--- config.mk ---
export PLATFORM = sky130hd
export DESIGN_NAME = load_store_unit_flat
export DESIGN_NICKNAME = d
export VERILOG_FILES = /design/src/rtl/load_store_unit_if.sv /design/src/rtl/load_store_unit.sv /design/src/flat_wrapper.sv
export SDC_FILE = /design/constraint.sdc
export NUM_CORES = 1
export LEC_CHECK = 0
export ABC_AREA = 0
export ABC_CLOCK_PERIOD_IN_PS = 2000
export CAP_MARGIN = 25
export CORE_ASPECT_RATIO = 0.5
export CORE_UTILIZATION = 46
export CTS_BUF_LIST = sky130_fd_sc_hd__clkbuf_4 sky130_fd_sc_hd__clkbuf_8
export DETAILED_ROUTE_END_ITERATION = 12
export GPL_ROUTABILITY_DRIVEN = 0
export PLACE_DENSITY_LB_ADDON = 0.25
export SYNTH_ARGS = -nofsm -noshare
export SYNTH_HDL_FRONTEND = slang
export SYNTH_SLANG_ARGS = --single-unit
--- constraint.sdc ---
create_clock -name clock -period 2 [get_ports clock]
set_clock_uncertainty 0.2 [all_clocks]
set_input_delay 0.4 -clock clock [delete_from_list [all_inputs] [get_ports clock]]
set_output_delay 0.4 -clock clock [all_outputs]
set_load 0.05 [all_outputs]
--- src/rtl/load_store_unit_if.sv ---
// Request/response and data-memory bus of the load/store unit.
// slave is the unit's view; master is the CPU + memory side.
interface load_store_unit_if;
    logic        req_valid;
    logic        req_ready;
    logic        req_write;
    logic [1:0]  req_size;
    logic        req_signed;
    logic [31:0] req_addr;
    logic [31:0] req_wdata;
    logic        resp_valid;
    logic [31:0] resp_rdata;
    logic        resp_error;
    logic [31:0] mem_address;
    logic        mem_writeEnable;
    logic [31:0] mem_writeInput;
    logic [31:0] mem_readResult;

    modport slave (
        input  req_valid, req_write, req_size, req_signed,
        input  req_addr, req_wdata, mem_readResult,
        output req_ready, resp_valid, resp_rdata, resp_error,
        output mem_address, mem_writeEnable, mem_writeInput
    );

    modport master (
        output req_valid, req_write, req_size, req_signed,
        output req_addr, req_wdata, mem_readResult,
        input  req_ready, resp_valid, resp_rdata, resp_error,
        input  mem_address, mem_writeEnable, mem_writeInput
    );
endinterface

--- src/rtl/load_store_unit.sv ---
// Load/store unit: single outstanding request to a word-addressed
// data memory with 1-cycle registered read; sub-word stores are RMW.
module load_store_unit #(
    parameter int unsigned MEM_BYTES = 4096
) (
    input logic             clock,
    input logic             reset,
    load_store_unit_if.slave bus
);

    typedef enum logic [2:0] {
        IDLE,
        READ,
        CAPTURE,
        WRITE,
        RESP
    } state_t;

    state_t      state;
    state_t      state_nx;

    logic        lat_write;
    logic [1:0]  lat_size;
    logic        lat_signed;
    logic [31:0] lat_addr;
    logic [31:0] wword;
    logic [31:0] rdata_q;
    logic        error_q;

    logic        accept;
    logic        req_err;
    logic [4:0]  lane_sh;
    logic [31:0] shifted;
    logic [31:0] load_val;
    logic [31:0] lane_mask;
    logic [31:0] lane_ins;
    logic [31:0] merged;

    assign accept = bus.req_valid && (state == IDLE);

    // Request legality, checked in priority order at acceptance.
    always_comb begin
        req_err = 1'b0;
        if (bus.req_size == 2'd3)
            req_err = 1'b1;
        else if (bus.req_size == 2'd1 && bus.req_addr[0])
            req_err = 1'b1;
        else if (bus.req_size == 2'd2 && bus.req_addr[1:0] != 2'b00)
            req_err = 1'b1;
        else if (bus.req_addr >= MEM_BYTES)
            req_err = 1'b1;
    end

    // Lane extraction / extension for loads and lane merge for stores.
    always_comb begin
        lane_sh   = {lat_addr[1:0], 3'b000};
        shifted   = bus.mem_readResult >> lane_sh;
        load_val  = bus.mem_readResult;
        lane_mask = 32'h0000_00ff;
        unique case (lat_size)
            2'd0: load_val = {{24{shifted[7] & lat_signed}},
                              shifted[7:0]};
            2'd1: load_val = {{16{shifted[15] & lat_signed}},
                              shifted[15:0]};
            default: load_val = bus.mem_readResult;
        endcase
        if (lat_size == 2'd1)
            lane_mask = 32'h0000_ffff;
        lane_ins  = (wword & lane_mask) << lane_sh;
        lane_mask = lane_mask << lane_sh;
        merged    = (bus.mem_readResult & ~lane_mask) | lane_ins;
    end

    // State register.
    always_ff @(posedge clock) begin
        if (!reset)
            state <= IDLE;
        else
            state <= state_nx;
    end

    // Next-state decode.
    always_comb begin
        state_nx = state;
        unique case (state)
            IDLE: begin
                if (accept) begin
                    if (req_err)
                        state_nx = RESP;
                    else if (bus.req_write && bus.req_size == 2'd2)
                        state_nx = WRITE;
                    else
                        state_nx = READ;
                end
            end
            READ:    state_nx = CAPTURE;
            CAPTURE: state_nx = lat_write ? WRITE : RESP;
            WRITE:   state_nx = RESP;
            RESP:    state_nx = IDLE;
            default: state_nx = IDLE;
        endcase
    end

    // Request latch, load result and store word datapath.
    always_ff @(posedge clock) begin
        if (!reset) begin
            lat_write  <= 1'b0;
            lat_size   <= 2'd0;
            lat_signed <= 1'b0;
            lat_addr   <= 32'd0;
            wword      <= 32'd0;
            rdata_q    <= 32'd0;
            error_q    <= 1'b0;
        end else if (accept) begin
            lat_write  <= bus.req_write;
            lat_size   <= bus.req_size;
            lat_signed <= bus.req_signed;
            lat_addr   <= bus.req_addr;
            wword      <= bus.req_wdata;
            error_q    <= req_err;
        end else if (state == CAPTURE) begin
            if (lat_write)
                wword <= merged;
            else
                rdata_q <= load_val;
        end
    end

    assign bus.req_ready       = (state == IDLE);
    assign bus.resp_valid      = (state == RESP);
    assign bus.resp_rdata      = rdata_q;
    assign bus.resp_error      = error_q;
    assign bus.mem_writeEnable = (state == WRITE);
    assign bus.mem_writeInput  = (state == WRITE) ? wword : 32'd0;
    assign bus.mem_address     = (state == READ || state == CAPTURE ||
                                  state == WRITE)
                                 ? {lat_addr[31:2], 2'b00} : 32'd0;

endmodule

--- src/flat_wrapper.sv ---
// flat-port wrapper written by rule: the top's interface ports become plain ports
module load_store_unit_flat 
#(
    parameter int unsigned MEM_BYTES = 4096
)
  (clock, reset, bus_req_valid, bus_req_write, bus_req_size, bus_req_signed, bus_req_addr, bus_req_wdata, bus_mem_readResult, bus_req_ready, bus_resp_valid, bus_resp_rdata, bus_resp_error, bus_mem_address, bus_mem_writeEnable, bus_mem_writeInput);
  load_store_unit_if bus_i ();
  input logic clock;
  input logic reset;
  input wire logic [$bits(bus_i.req_valid)-1:0] bus_req_valid;
  input wire logic [$bits(bus_i.req_write)-1:0] bus_req_write;
  input wire logic [$bits(bus_i.req_size)-1:0] bus_req_size;
  input wire logic [$bits(bus_i.req_signed)-1:0] bus_req_signed;
  input wire logic [$bits(bus_i.req_addr)-1:0] bus_req_addr;
  input wire logic [$bits(bus_i.req_wdata)-1:0] bus_req_wdata;
  input wire logic [$bits(bus_i.mem_readResult)-1:0] bus_mem_readResult;
  output wire logic [$bits(bus_i.req_ready)-1:0] bus_req_ready;
  output wire logic [$bits(bus_i.resp_valid)-1:0] bus_resp_valid;
  output wire logic [$bits(bus_i.resp_rdata)-1:0] bus_resp_rdata;
  output wire logic [$bits(bus_i.resp_error)-1:0] bus_resp_error;
  output wire logic [$bits(bus_i.mem_address)-1:0] bus_mem_address;
  output wire logic [$bits(bus_i.mem_writeEnable)-1:0] bus_mem_writeEnable;
  output wire logic [$bits(bus_i.mem_writeInput)-1:0] bus_mem_writeInput;
  assign bus_i.req_valid = bus_req_valid;
  assign bus_i.req_write = bus_req_write;
  assign bus_i.req_size = bus_req_size;
  assign bus_i.req_signed = bus_req_signed;
  assign bus_i.req_addr = bus_req_addr;
  assign bus_i.req_wdata = bus_req_wdata;
  assign bus_i.mem_readResult = bus_mem_readResult;
  assign bus_req_ready = bus_i.req_ready;
  assign bus_resp_valid = bus_i.resp_valid;
  assign bus_resp_rdata = bus_i.resp_rdata;
  assign bus_resp_error = bus_i.resp_error;
  assign bus_mem_address = bus_i.mem_address;
  assign bus_mem_writeEnable = bus_i.mem_writeEnable;
  assign bus_mem_writeInput = bus_i.mem_writeInput;
  load_store_unit #(.MEM_BYTES(MEM_BYTES)) u_core (.clock(clock), .reset(reset), .bus(bus_i));
endmodule
==> reports/metrics.cfg, run 1 <==
[routing]
drtIter0Drc = 570
wl_per_cell_um = 18.4
vias_per_cell = 5.71
routed_wl_um = 19300
ant_nets = 0
drtPass1Iterations = 6
vias = 5991
drcViolationCount = 0

[synthesis]
netlist_top_cells_count = nand2_1, dfxtp_1, and2_1
synth_top_family_by_area = compound AO/OA/AOI/OAI gates
synth_compound_area_frac = 0.269
synth_fa_ha_area_frac = 0
synth_mux_area_frac = 0.0490
synth_ff_type = dfxtp_1
ys_warn_count = 0
ys_types = 50
syn_area_mm2 = 0.00554
synth_xor_area_frac = 0
synth_edf_count = 0
avgSynthCellArea_um2 = 8.09
ys_seq_area_frac = 0.376
yosysMostFrequentCell = nand2_1
synth_area_leaders = dfxtp_1, nand2_1, and2_1
syn_inst = 685
synth_top_area_cell = dfxtp_1
async_flop_share = 0
synthSimpleGateAreaFrac = 0.244
synth_top_cell_area_share = 0.376
ys_ff_latch = 104

[final_layout]
nets = 989
fin_cells = 1050
area_growth_pct = 60.7
antenna_cells = 0
layout-drive-gt1-share = 0.278
nFillCells = 759

[critical_path]
path_cells = nor2_4 > nor2_4 > buf_6 > buf_8 > and2_4 > buf_12
path_buf_inv = 3
worstPathArrival_ns = 1.52
crit_start = u_core.state[0]$_SDFFE_PN0P_
cp_max_fo = 7
rr_startpoint = u_core.lat_size[1]$_SDFFE_PN0P_
r2r_slack_ns = 0.06
cp-end-kind = primary output
cp_top_family = buffers and inverters
path_common_cell = nor2_4
critPathKind = flop to primary output
crit_path_top_delay_cell = dfxtp_4
critPathLaunchType = flop
max_stage_delay_ns = 0.38
crit_required_ns = 1.40

[clock_network]
cts_root_buffer = clkbuf_8
cts_tree = built
clkTransAtPathRegs_ns = 0.10
cts_hold_buffers = 0
cts_max_path_buffers = 2
cts_made_buffers = 9
ctsHtreeMaxLevel = 3
cts_sinks = 104
clk_latency_ns = 0.38

[power]
p_leak_uw = 0.00347
seqPwrFrac = 0.514
p_switching_uw = 1270
swShare = 0.290
p_int_uw = 3110
power_frac_clock = 0.297
peakVddDrop_mv = 0.316
power.share.combinational = 0.189
total_power_uw = 4380
power_density_mw_per_mm2 = 492

[job]
max_cap_violations = 0

[placed_design]
place_inst = 1024
portBuffers = 200
hpwlAfterDp_um = 13800

[grt]
grt_max_degree = 50
antenna_found_initial = 0
grt_pass1_vias = 5670
overflow = 0
grtUsageTotal = 0.311
grt_pass1_wl_um = 30100

[floorplan]
die_y_um = 79.6
ios = 203
rows = 27
start_util = 0.488
core_area_mm2 = 0.0114
dieWidth_um = 157
fp.dieArea_mm2 = 0.0125

[timing]
fmax_mhz = 472
maxSlewViolCount = 0
timing.final.ws_setup_ns = -0.118
period_share = 1.06
setup_viol_count_final = 62
finalHoldViolations = 0
rsz0062_at_grt = yes
fin_tns_setup_ns = -4.82
min_period_ns = 2.12

[hold_path]
hp-class = flop to flop
min_from = u_core.lat_addr[13]$_SDFFE_PN0P_

[status]
outcome = complete, but fails checks
failed_checks = negative setup slack

## power groups by stage
stage	registers, uW	clock network, uW	logic (uW)
4_1_cts	2240	1320	806
3_5_place_dp	2290	0	799
2_1_floorplan	2260	0	414
5_1_grt	2260	1400	886
3_3_place_gp	2280	0	785
6_report	2250	1300	826
## final cells by class
cell class | instances | area (um2) | share of cell area
multi-input cells | 517 | 3310 | 0.372
flip-flops and latches | 104 | 2090 | 0.235
well taps | 159 | 199 | 0.0223
repair buffers | 251 | 3090 | 0.348
clock buffers | 11 | 151 | 0.0170
clock inverters | 5 | 38.8 | 0.00436
inverters | 3 | 11.3 | 0.00126
## flip-flops by register name, summed over array words and instances, names as in the netlist
register               cells
u_core.bus.resp_rdata     32
u_core.lat_addr           32
u_core.wword              32
u_core.state               3
u_core.lat_size            2
u_core.bus.resp_error      1
u_core.lat_signed          1
u_core.lat_write           1
## path summary, 6_finish.rpt
check,end,cells past startpoint
hold reg to reg,u_core.lat_addr[13]$_SDFFE_PN0P_,2
setup reg to reg,u_core.bus.resp_rdata[25]$_SDFFE_PN0P_,6
hold / removal,u_core.lat_addr[13]$_SDFFE_PN0P_,2
setup / recovery,bus_mem_address[27],6
## per-layer routing
layer / up-vias / part of all wire / track usage
li1: 2817 / - / -
met1: 2814 / 0.41 / 0.385
met2: 308 / 0.48 / 0.533
met3: 52 / 0.092 / 0.0793
met4: 0 / 0.022 / 0.0942
met5: - / 0 / 0
## cell families after synthesis
kind of cell / count (synthesis)
other: 1
multiplexers: 27
AND/OR/NAND/NOR: 260
buffers and inverters: 65
AO/OA/AOI/OAI: 228
flip-flops: 104
## metrics by stage
step                      utilization  area [um2]  worst slack, ns  hold slack [ns]
after CTS                       0.779        8840           -0.122            0.261
after global placement          0.740        8400           -0.125            0.237
after global routing            0.784        8900           -0.171            0.283
after floorplan                     -        5560           -0.201            0.230
final                           0.784        8900           -0.118            0.269
after detailed placement        0.740        8400           -0.205            0.251
## what timing repair did
item,in CTS,in global routing
setup buffers,3,4
resized for setup,70,16
setup endpoints to repair,64,71
pin swaps,22,8
gates cloned,3,0
## placed cells by master (no fill, tap or decap), drive strengths merged, types with 2 or more instances in the layout
master         count
a31oi             16
o211ai            13
a21oi             50
a222oi             7
inv                5
a21boi            53
buf              150
or3               14
a22o               7
nor2b              4
nor2               9
nand2            113
o22ai             10
clkdlybuf4s50    101
nand3             19
a221o              6
nor3              11
dfxtp            104
o21ai             59
conb               2
nand2b            12
and2              63
nor4               5
mux2i             26
o2bb2ai            2
clkinv             2
clkbuf            11
nor4b              2
## worst reg2reg max path, delay by kind of cell, from the launching register on
kind / cells / cell delay (ns)
simple gates: 1 / 0.19
buf+inv: 2 / 0.52
compound gates: 3 / 0.35
flops: 1 / 0.58
(Power assumes the default switching activity.)
==> run 2: changes to the inputs <==
Settings changed: CORE_UTILIZATION 46 to 45, CTS_BUF_LIST sky130_fd_sc_hd__clkbuf_4 sky130_fd_sc_hd__clkbuf_8 to default.
==> run 2 against run 1 <==
Net effect:
- the flow still finishes with violations (negative setup slack)
- flip-flop and latch count stayed put
- fmax is 1.8% higher
- via count is 3.0% higher
- global-route usage is 1.4 points lower
- core utilization is 1.3 points lower
- clock power is 27% higher
- register-to-register slack worse by 0.05 ns
==> reports/metrics.cfg, run 2 (synthesis results as in run 1) <==
[status]
outcome = complete, but fails checks  ; unchanged
failed_checks = negative setup slack  ; unchanged

[clock_network]
clk_latency_ns = 0.35  ; was 0.38 ns
cts_root_buffer = clkbuf_16  ; was clkbuf_8
cts_hold_buffers = 0  ; unchanged
cts_sinks = 104  ; unchanged
cts_made_buffers = 9  ; unchanged
cts_max_path_buffers = 2  ; unchanged
clkTransAtPathRegs_ns = 0.07  ; was 0.10 ns
ctsHtreeMaxLevel = 3  ; unchanged
cts_tree = built  ; unchanged

[floorplan]
dieWidth_um = 159  ; was 157 um
die_y_um = 80.5  ; was 79.6 um
start_util = 0.465  ; was 0.488
fp.dieArea_mm2 = 0.0128  ; was 0.0125 mm2
ios = 203  ; unchanged
core_area_mm2 = 0.0119  ; was 0.0114 mm2
rows = 28  ; was 27

[critical_path]
critPathKind = flop to primary output  ; unchanged
cp-end-kind = primary output  ; unchanged
cp_max_fo = 8  ; was 7
worst_r2r_path_depth = 8  ; was 6
worstPathArrival_ns = 1.48  ; was 1.52 ns
crit_required_ns = 1.40  ; about the same
crit_path_top_delay_cell = dfxtp_4  ; unchanged
max_stage_delay_ns = 0.39  ; was 0.38 ns
path_cells = nand2_4 > nor2_4 > buf_6 > and2_4 > buf_12  ; was nor2_4 > nor2_4 > buf_6 > buf_8 > and2_4 > buf_12
critPathLaunchType = flop  ; unchanged
cp_top_family = simple AND/OR/NAND/NOR gates  ; was buffers and inverters
path_buf_inv = 2  ; was 3
cp.depth = 5  ; was 6

[timing]
timing.final.ws_setup_ns = -0.0807  ; was -0.118 ns
finalHoldViolations = 0  ; unchanged
min_period_ns = 2.08  ; was 2.12 ns
maxSlewViolCount = 0  ; unchanged
holdWs_ns = 0.258  ; was 0.269 ns
relSlewSlack = 0.657
fmax_mhz = 481  ; was 472 MHz
tightest_slew_ns = 0.513
rsz0062_at_grt = yes  ; unchanged
period_share = 1.04  ; was 1.06
setup_viol_count_final = 61  ; was 62

[grt]
top_usage_layer = met2  ; unchanged
grt_use_met1 = 0.382  ; was 0.385
grtUsageTotal = 0.297  ; was 0.311
grt_util_met3 = 0.0697  ; was 0.0793
overflow = 0  ; unchanged
grt_pass1_vias = 5596  ; was 5670
grt_pass1_wl_um = 29700  ; was 30100 um
grt_max_degree = 46  ; was 50
antenna_found_initial = 0  ; unchanged
use_met2 = 0.503  ; was 0.533

[routing]
drtPass1Iterations = 7  ; was 6
drcViolationCount = 0  ; unchanged
wl_per_cell_um = 18.7  ; was 18.4 um
vias = 6173  ; was 5991
routed_wl_um = 20000  ; was 19300 um
ant_nets = 0  ; unchanged
drtIter0Drc = 689  ; was 570
vias_per_cell = 5.77  ; was 5.71

[final_layout]
area_growth_pct = 65.8  ; was 60.7%
layout-drive-gt1-share = 0.297  ; was 0.278
mostFrequentLayoutCell = nand2_1  ; unchanged
layout_common_cells = nand2_1, clkdlybuf4s50_1, dfxtp_1, buf_4, buf_12  ; was nand2_1, clkdlybuf4s50_1, dfxtp_1, buf_12, buf_4
final_area_mm2 = 0.00918  ; was 0.00890 mm2
antenna_cells = 0  ; unchanged
nets = 1003  ; was 989

[hold_path]
hp-class = flop to flop  ; unchanged
hold_path_depth = 2  ; unchanged

[job]
max_cap_violations = 0  ; unchanged

[placed_design]
post_dp_cell_area_mm2 = 0.00846  ; was 0.00840 mm2
hpwlAfterDp_um = 13800  ; about the same
portBuffers = 200  ; unchanged

[power]
p_leak_uw = 0.00360  ; was 0.00347 uW
power_density_mw_per_mm2 = 522  ; was 492 mW/mm2
peakVddDrop_mv = 0.390  ; was 0.316 mV

-- run 2: cell count changes in the layout (fill, tap and decap cells not counted), moves of 5 or more --
| cell | previous run | this run |
|---|---|---|
| buf_4 | 67 | 76 |
| clkbuf_16 | 0 | 12 |
| a21boi_0 | 43 | 38 |
| clkbuf_8 | 11 | 0 |
| buf_6 | 5 | 12 |
-- run 2: cell type report --
| type | instances | area [um2] |
|---|---|---|
| multi-input cells | 517 | 3370 |
| repair buffers | 265 | 3240 |
| fillers | 801 | 2730 |
| flip-flops and latches | 104 | 2090 |
| clock buffers | 12 | 236 |
| well taps | 165 | 206 |
| clock inverters | 4 | 31.3 |
| inverters | 3 | 11.3 |
-- run 2: worst paths after layout --
check | start | to | slack, ns
worst max-delay path | u_core.state[0]$_SDFFE_PN0P_ | bus_mem_writeInput[3] | -0.08
worst min-delay path | u_core.lat_addr[29]$_SDFFE_PN0P_ | u_core.lat_addr[29]$_SDFFE_PN0P_ | 0.26
worst min register to register | u_core.lat_addr[29]$_SDFFE_PN0P_ | u_core.lat_addr[29]$_SDFFE_PN0P_ | 0.26
worst max register to register | u_core.state[1]$_SDFFE_PN0P_ | u_core.wword[8]$_SDFFE_PN0P_ | 0.01
-- run 2: timing repair --
action,4_1_cts,5_1_grt
setup endpoints to repair,63,128
gates cloned,5,4
pin swaps,39,11
resized for setup,93,14
setup buffers,5,4
-- run 2: tightest hold or removal path, cell delays in order (launching register included) --
cell,delay (ns)
dfxtp_1,0.31
nand2_1,0.05
a21boi_1,0.05
-- run 2: report_power, final --
part	total, uW	switching, uW	internal [uW]
sequential	2260	90.8	2170
combinational	890	440	450
clock	1650	798	849
total	4790	1330	3460
-- run 2: per-stage QoR --
step	util	cells	setup TNS, ns	setup WS [ns]	power [uW]
2_1_floorplan	-	686	-4.71	-0.201	2680
3_3_place_gp	0.710	1036	-4.01	-0.130	3080
3_5_place_dp	0.710	1036	-7.18	-0.200	3100
4_1_cts	0.758	1062	-2.29	-0.0805	4720
5_1_grt	0.771	1070	-6.63	-0.134	4960
6_report	0.771	1070	-2.93	-0.0807	4790
-- run 2: routing by layer --
metal / wire length, um / share of wire / up-vias
met5: 0 / 0 / -
met4: 491 / 0.025 / 0
met3: 1890 / 0.095 / 67
met2: 9230 / 0.46 / 379
met1: 8350 / 0.42 / 2869
li1: - / - / 2858
==> run 3: changes to the inputs <==
Settings changed: SLEW_MARGIN from default to 20.
==> results of run 3 <==
Same layout as run 2: the final DEF is identical, and so are final timing and power.
==> RTL edit 1: new RTL, flow settings as in run 2 <==
Re-encode `state_t` (5 states) as one-hot, 5 bits wide.
--- a/src/rtl/load_store_unit.sv
+++ b/src/rtl/load_store_unit.sv
@@ -10,8 +10,8 @@
 
-    typedef enum logic [2:0] {
-        IDLE,
-        READ,
-        CAPTURE,
-        WRITE,
-        RESP
+    typedef enum logic [4:0] {
+        IDLE    = 5'b00001,
+        READ    = 5'b00010,
+        CAPTURE = 5'b00100,
+        WRITE   = 5'b01000,
+        RESP    = 5'b10000
     } state_t;
Function: same outputs for any inputs over 10 cycles, from zero or initial values and one cycle with reset low; not proved beyond that.
==> RTL edit 1 against run 2 <==
The flow still finishes with violations (negative setup slack). Total power increased by 6.3%. Sequential cell count increased by 2. Wire length increased by 11%. Count of clock-buffer cells in the layout decreased by 1. Design area increased by 7.0%. Synthesized cell count increased by 5.4%. Setup slack got worse by 0.40 ns. Non-clock buffer count increased by 19. Sequential share of layout area decreased by 1.1 points. Area after synthesis increased by 1.2%. Critical endpoint is now bus_mem_writeInput[24]. Largest power group unchanged.
==> RTL edit 1: results (changes against run 2) <==
| Metric | Value |
|---|---|
| Status | `finished, violations left (unchanged)` |
| Violations in the final reports | `negative setup slack (unchanged)` |
| WP data arrival | `1.88 ns (was 1.48 ns)` |
| Clock transition at path regs | `0.07 ns (about the same)` |
| Port Buffer Count | `200 (unchanged)` |
| Yosys warning count | `0 (unchanged)` |
| Vias in the first global route | `6038 (was 5596)` |
| Final net count | `1054 (was 1003)` |
| Register area share after synthesis | `37.8% (was 37.6%)` |
| Initial drt markers | `730 (was 689)` |
| Wire per inst | `19.8 um (was 18.7 um)` |
| Fin worst setup slack | `-0.482 ns (was -0.0807 ns)` |
| Clk Latency, worst-skew pair | `0.35 ns (about the same)` |
| H-Tree Depth | `3 (unchanged)` |
| Leak Pwr | `0.00369 uW (was 0.00360 uW)` |
| Hpwl dp | `14900 um (was 13800 um)` |
| DRC | `0 (unchanged)` |
| Initial antenna violation count | `0 (unchanged)` |
| Post-synth top cells | `nand2_1 (116), dfxtp_1 (106), a21oi_1 (104) (was nand2_1 (113), dfxtp_1 (104), and2_1 (63))` |
| Worst rel slew slack | `55.3% (was 65.7%)` |
| R2r worst-path depth | `7 (was 8)` |
| Placed instance area | `8920 um2 (was 8460 um2)` |
| Post-Route WL | `22100 um (was 20000 um)` |
| Critical path fanouts, max | `8 (unchanged)` |
| First-pass GRT wire length | `32800 um (was 29700 um)` |
| Max VDD drop | `0.463 mV (was 0.390 mV)` |
| Worst hold path depth | `2 (unchanged)` |
| Yosys cell types | `50 (unchanged)` |
| Ys flop type | `dfxtp_1 (unchanged)` |
| Setup violations, final | `126 (was 61)` |
| Diode count | `0 (unchanged)` |
| Clock root buffer | `clkbuf_16 (unchanged)` |
| Vias/cell | `5.87 (was 5.77)` |
| Clk buf depth | `2 (unchanged)` |
| Largest cells by area after synthesis | `dfxtp_1 (38%), a21oi_1 (9.3%), nand2_1 (7.8%), and2_1 (7.1%), o21ai_0 (5.3%) (was dfxtp_1 (38%), nand2_1 (7.7%), and2_1 (7.1%), a21boi_0 (6.0%), o21ai_0 (5.1%))` |
| Final TNS setup | `-37.03 ns (was -2.93 ns)` |
| Worst hold path class | `reg -> reg (unchanged)` |
| DR pass1 iterations | `6 (was 7)` |
| Layout cells sized above 1 | `34.2% (was 29.7%)` |
| Cts bufs inserted | `9 (unchanged)` |
| Syn_area_per_cell | `7.77 um2 (was 8.09 um2)` |
| Largest net degree at the start of global routing | `65 (was 46)` |
| Synth async-reset ratio | `0% (unchanged)` |
| Gr usage total | `32.4% (was 29.7%)` |
| Cell Int Power | `3610 uW (was 3470 uW)` |
-- RTL edit 1: path summary, 6_finish.rpt --
check | to | from | slack [ns]
worst min register to register | u_core.bus.resp_rdata[2] | u_core.bus.resp_rdata[2] | 0.25
worst max-delay path | bus_mem_writeInput[24] | u_core.state[1] | -0.48
worst max register to register | u_core.bus.resp_rdata[13] | u_core.state[1] | -0.36
worst min-delay path | u_core.bus.resp_rdata[2] | u_core.bus.resp_rdata[2] | 0.25
-- RTL edit 1: cell families (layout without fill, tap and decap cells) --
kind of cell	Yosys count	after routing	synth area share, %
xor gates and xnor gates	1	1	0.156
other	1	2	0.0669
DFF	106	106	37.8
buffers and inverters	71	302	5.40
AOI/OAI and AO/OA	252	252	27.1
muxes	27	27	5.09
and+or+nand+nor	264	265	24.3
-- RTL edit 1: through the flow --
stage / worst slack (ns) / hold WS (ns)
2_1_floorplan: -0.216 / 0.232
3_3_place_gp: -0.302 / 0.237
3_5_place_dp: -0.319 / 0.245
4_1_cts: -0.475 / 0.258
5_1_grt: -0.518 / 0.279
6_report: -0.482 / 0.252
-- RTL edit 1: critical path: stages, from the launching register on --
cell and delay, ns:
dfxtp_2 0.33, or3_4 0.41, nor3b_4 0.20, buf_6 0.16
buf_8 0.14, and2_4 0.17, buf_12 0.13
-- RTL edit 1: per-layer routing --
| metal | part of all wire, % | up-vias | wire length, um | global-route usage, % |
|---|---|---|---|---|
| li1 | - | 3024 | - | - |
| met1 | 40 | 3107 | 8860 | 41.3 |
| met2 | 47 | 396 | 10400 | 55.1 |
| met3 | 11 | 49 | 2400 | 8.94 |
| met4 | 2.0 | 0 | 434 | 7.52 |
| met5 | 0 | - | 0 | 0 |
-- RTL edit 1: area by class of cell --
cell class / instances / area, um2
Clock inverter: 4 / 33.8
Tap cell: 165 / 206
Timing Repair Buffer: 284 / 3570
Multi-Input combinational cell: 547 / 3630
Fill cell: 713 / 2150
Clock buffer: 11 / 243
Inverter: 3 / 11.3
Sequential cell: 106 / 2130
-- RTL edit 1: timing repair --
action / in CTS / in global routing
endpoints found under the setup margin: 114 / 133
hold endpoints to repair: 0 / 0
pin swaps: 34 / 41
gates cloned: 7 / 4
resized for setup: 70 / 45
hold buffers: 0 / 0
buffers inserted: 7 / 5
-- RTL edit 1: power groups by stage --
stage / registers, uW / clock network, uW / logic (uW)
floorplan: 2330 / 0 / 485
global placement: 2340 / 0 / 934
detailed placement: 2350 / 0 / 958
CTS: 2310 / 1730 / 980
global route: 2330 / 1830 / 1110
finish: 2320 / 1730 / 1050
==> RTL edit 2: new RTL, flow settings as in run 2 <==
Without the edit above. `MEM_BYTES` is set to 4096 in 2 places; all go to 3072.
--- a/src/rtl/load_store_unit.sv
+++ b/src/rtl/load_store_unit.sv
@@ -3,3 +3,3 @@
 module load_store_unit #(
-    parameter int unsigned MEM_BYTES = 4096
+    parameter int unsigned MEM_BYTES = 3072
 ) (
--- a/src/flat_wrapper.sv
+++ b/src/flat_wrapper.sv
@@ -3,3 +3,3 @@
 #(
-    parameter int unsigned MEM_BYTES = 4096
+    parameter int unsigned MEM_BYTES = 3072
 )
Formal check against the unedited RTL: not equivalent (a bounded check fails within 4 cycles, from zero or initial values and one cycle with reset low).
==> RTL edit 2 against run 2 <==
The flow still finishes with violations (negative setup slack). Global-route usage grew 2.7 points. Maximum frequency down 6.8%. Sequential cell count unchanged. Count of clock-buffer cells in the layout fell by 1. Setup slack worse by 0.15 ns. Non-clock buffer count grew 15. Combinational power rose by 18%. Area after synthesis decreased by 2.4%. Wire length is 15% higher. Core utilization grew 6.3 points. Design area rose by 3.0%. Worst hold slack got worse by 0.0012 ns. Total power up 8.1%. Highest routed layer unchanged.
==> RTL edit 2: results (changes against run 2) <==
| Metric | Value |
|---|---|
| First-pass GRT wire length | `31000 um (was 29700 um)` |
| Layout cells sized above 1 | `34.8% (was 29.7%)` |
| Syn_area_per_cell | `7.97 um2 (was 8.09 um2)` |
| Placed instance area | `8550 um2 (was 8460 um2)` |
| Final TNS setup | `-13.25 ns (was -2.93 ns)` |
| Switching pwr | `1480 uW (was 1330 uW)` |
| Critical path's slowest cell | `dfxtp_2 (was dfxtp_4)` |
| WP data arrival | `1.63 ns (was 1.48 ns)` |
| Cts bufs inserted | `9 (unchanged)` |
| Fin worst setup slack | `-0.233 ns (was -0.0807 ns)` |
| Register area share after synthesis | `38.5% (was 37.6%)` |
| Clk buf depth | `2 (unchanged)` |
| Switching Fraction | `28.5% (was 27.7%)` |
| R2r worst-path depth | `7 (was 8)` |
| Clock transition at path regs | `0.07 ns (about the same)` |
| Yosys cell types | `53 (was 50)` |
| Comb group | `1050 uW (was 890 uW)` |
| Critical path fanouts, max | `8 (unchanged)` |
| Diode count | `0 (unchanged)` |
| Met3 Wirelength | `2990 um (was 1890 um)` |
| Clk pwr | `1870 uW (was 1650 uW)` |
| Post-synth top cells | `dfxtp_1 (104), nand2_1 (101), a21oi_1 (97) (was nand2_1 (113), dfxtp_1 (104), and2_1 (63))` |
| Vias in the first global route | `5794 (was 5596)` |
| Met2 WL | `10400 um (was 9230 um)` |
| Global Route met3 Usage | `10.1% (was 6.97%)` |
| Gr usage total | `32.5% (was 29.7%)` |
| Leak Pwr | `0.00380 uW (was 0.00360 uW)` |
| Largest net degree at the start of global routing | `43 (was 46)` |
| DRT antenna net count | `0 (unchanged)` |
| Status | `finished, violations left (unchanged)` |
| Wire per inst | `21.3 um (was 18.7 um)` |
| Filler cell count in the final layout | `639 (was 801)` |
| Hpwl dp | `14400 um (was 13800 um)` |
| Crit-path max cell delay | `0.33 ns (was 0.39 ns)` |
| Violations in the final reports | `negative setup slack (unchanged)` |
| Met1 GRT Util | `40.6% (was 38.2%)` |
| Clock root buffer | `clkbuf_16 (unchanged)` |
| Met1 Wirelength | `8500 um (was 8350 um)` |
| Reg2reg start | `u_core.state[2] (was u_core.state[1])` |
| Largest cells by area after synthesis | `dfxtp_1 (39%), a21oi_1 (9.0%), and2_1 (7.4%), nand2_1 (7.0%), mux2i_1 (6.5%) (was dfxtp_1 (38%), nand2_1 (7.7%), and2_1 (7.1%), a21boi_0 (6.0%), o21ai_0 (5.1%))` |
| Final net count | `1018 (was 1003)` |
| Reg2Reg Capture Point | `u_core.wword[28] (was u_core.wword[8])` |
| Vias | `6472 (was 6173)` |
| Setup violations, final | `83 (was 61)` |
| Initial drt markers | `835 (was 689)` |
| Global routing met2 resource utilization | `52.8% (was 50.3%)` |
| Critical Path Sink | `bus_mem_writeInput[12] (was bus_mem_writeInput[3])` |
| Worst hold path depth | `2 (unchanged)` |
| DR pass1 iterations | `6 (was 7)` |
| Finished Layout Cells | `1079 (was 1070)` |
| Max VDD drop | `0.436 mV (was 0.390 mV)` |
| Dpl ws | `-0.542 ns (was -0.200 ns)` |
| R2R Setup Slk | `-0.22 ns (was 0.01 ns)` |
[RTL edit 2: cell count changes in the layout (fill, tap and decap cells not counted), moves of 15 or more]
cell             run 2  this run
nand3_1             19         1
a21oi_1             50        95
o21ai_0             56        40
a21boi_0            38         0
nor2_1               6        29
buf_4               76        91
[RTL edit 2: worst min path at each step]
stage / from / end / slack, ns
after floorplan: u_core.lat_addr[10] / u_core.lat_addr[10] / 0.23
after global placement: u_core.lat_addr[5] / u_core.lat_addr[5] / 0.24
after detailed placement: u_core.lat_addr[19] / u_core.lat_addr[19] / 0.24
after CTS: u_core.lat_addr[24] / u_core.lat_addr[24] / 0.25
after global routing: u_core.lat_addr[22] / u_core.lat_addr[22] / 0.28
final: u_core.lat_addr[20] / u_core.lat_addr[20] / 0.26
[RTL edit 2: final cells by class]
class | instances | area, um2 | share of cell area (%)
clock buffers | 11 | 243 | 2.57
clock inverters | 5 | 63.8 | 0.674
inverters | 5 | 18.8 | 0.198
multi-input cells | 515 | 3410 | 36.1
flip-flops and latches | 104 | 2090 | 22.1
well taps | 159 | 199 | 2.10
repair buffers | 280 | 3430 | 36.3
[RTL edit 2: kinds of logic after synthesis]
kind of cell / after synthesis / share of synthesized area (%)
and+or+nand+nor: 254 / 24.1
AOI/OAI and AO/OA: 214 / 23.7
other: 1 / 0.0694
buffers and inverters: 63 / 5.53
DFF: 104 / 38.5
muxes: 42 / 8.15
[RTL edit 2: critical path: cells and delay by family (launching register included)]
family / cells / cell delay, ns
buffers and inverters: 4 / 0.57
AND/OR/NAND/NOR: 2 / 0.38
flip-flops: 1 / 0.33
[RTL edit 2: timing repair]
item                       in CTS  in global routing
gates cloned                    4                  4
setup endpoints to repair      92                110
pin swaps                       8                 25
gates resized for setup        37                 99
buffers inserted                6                  9
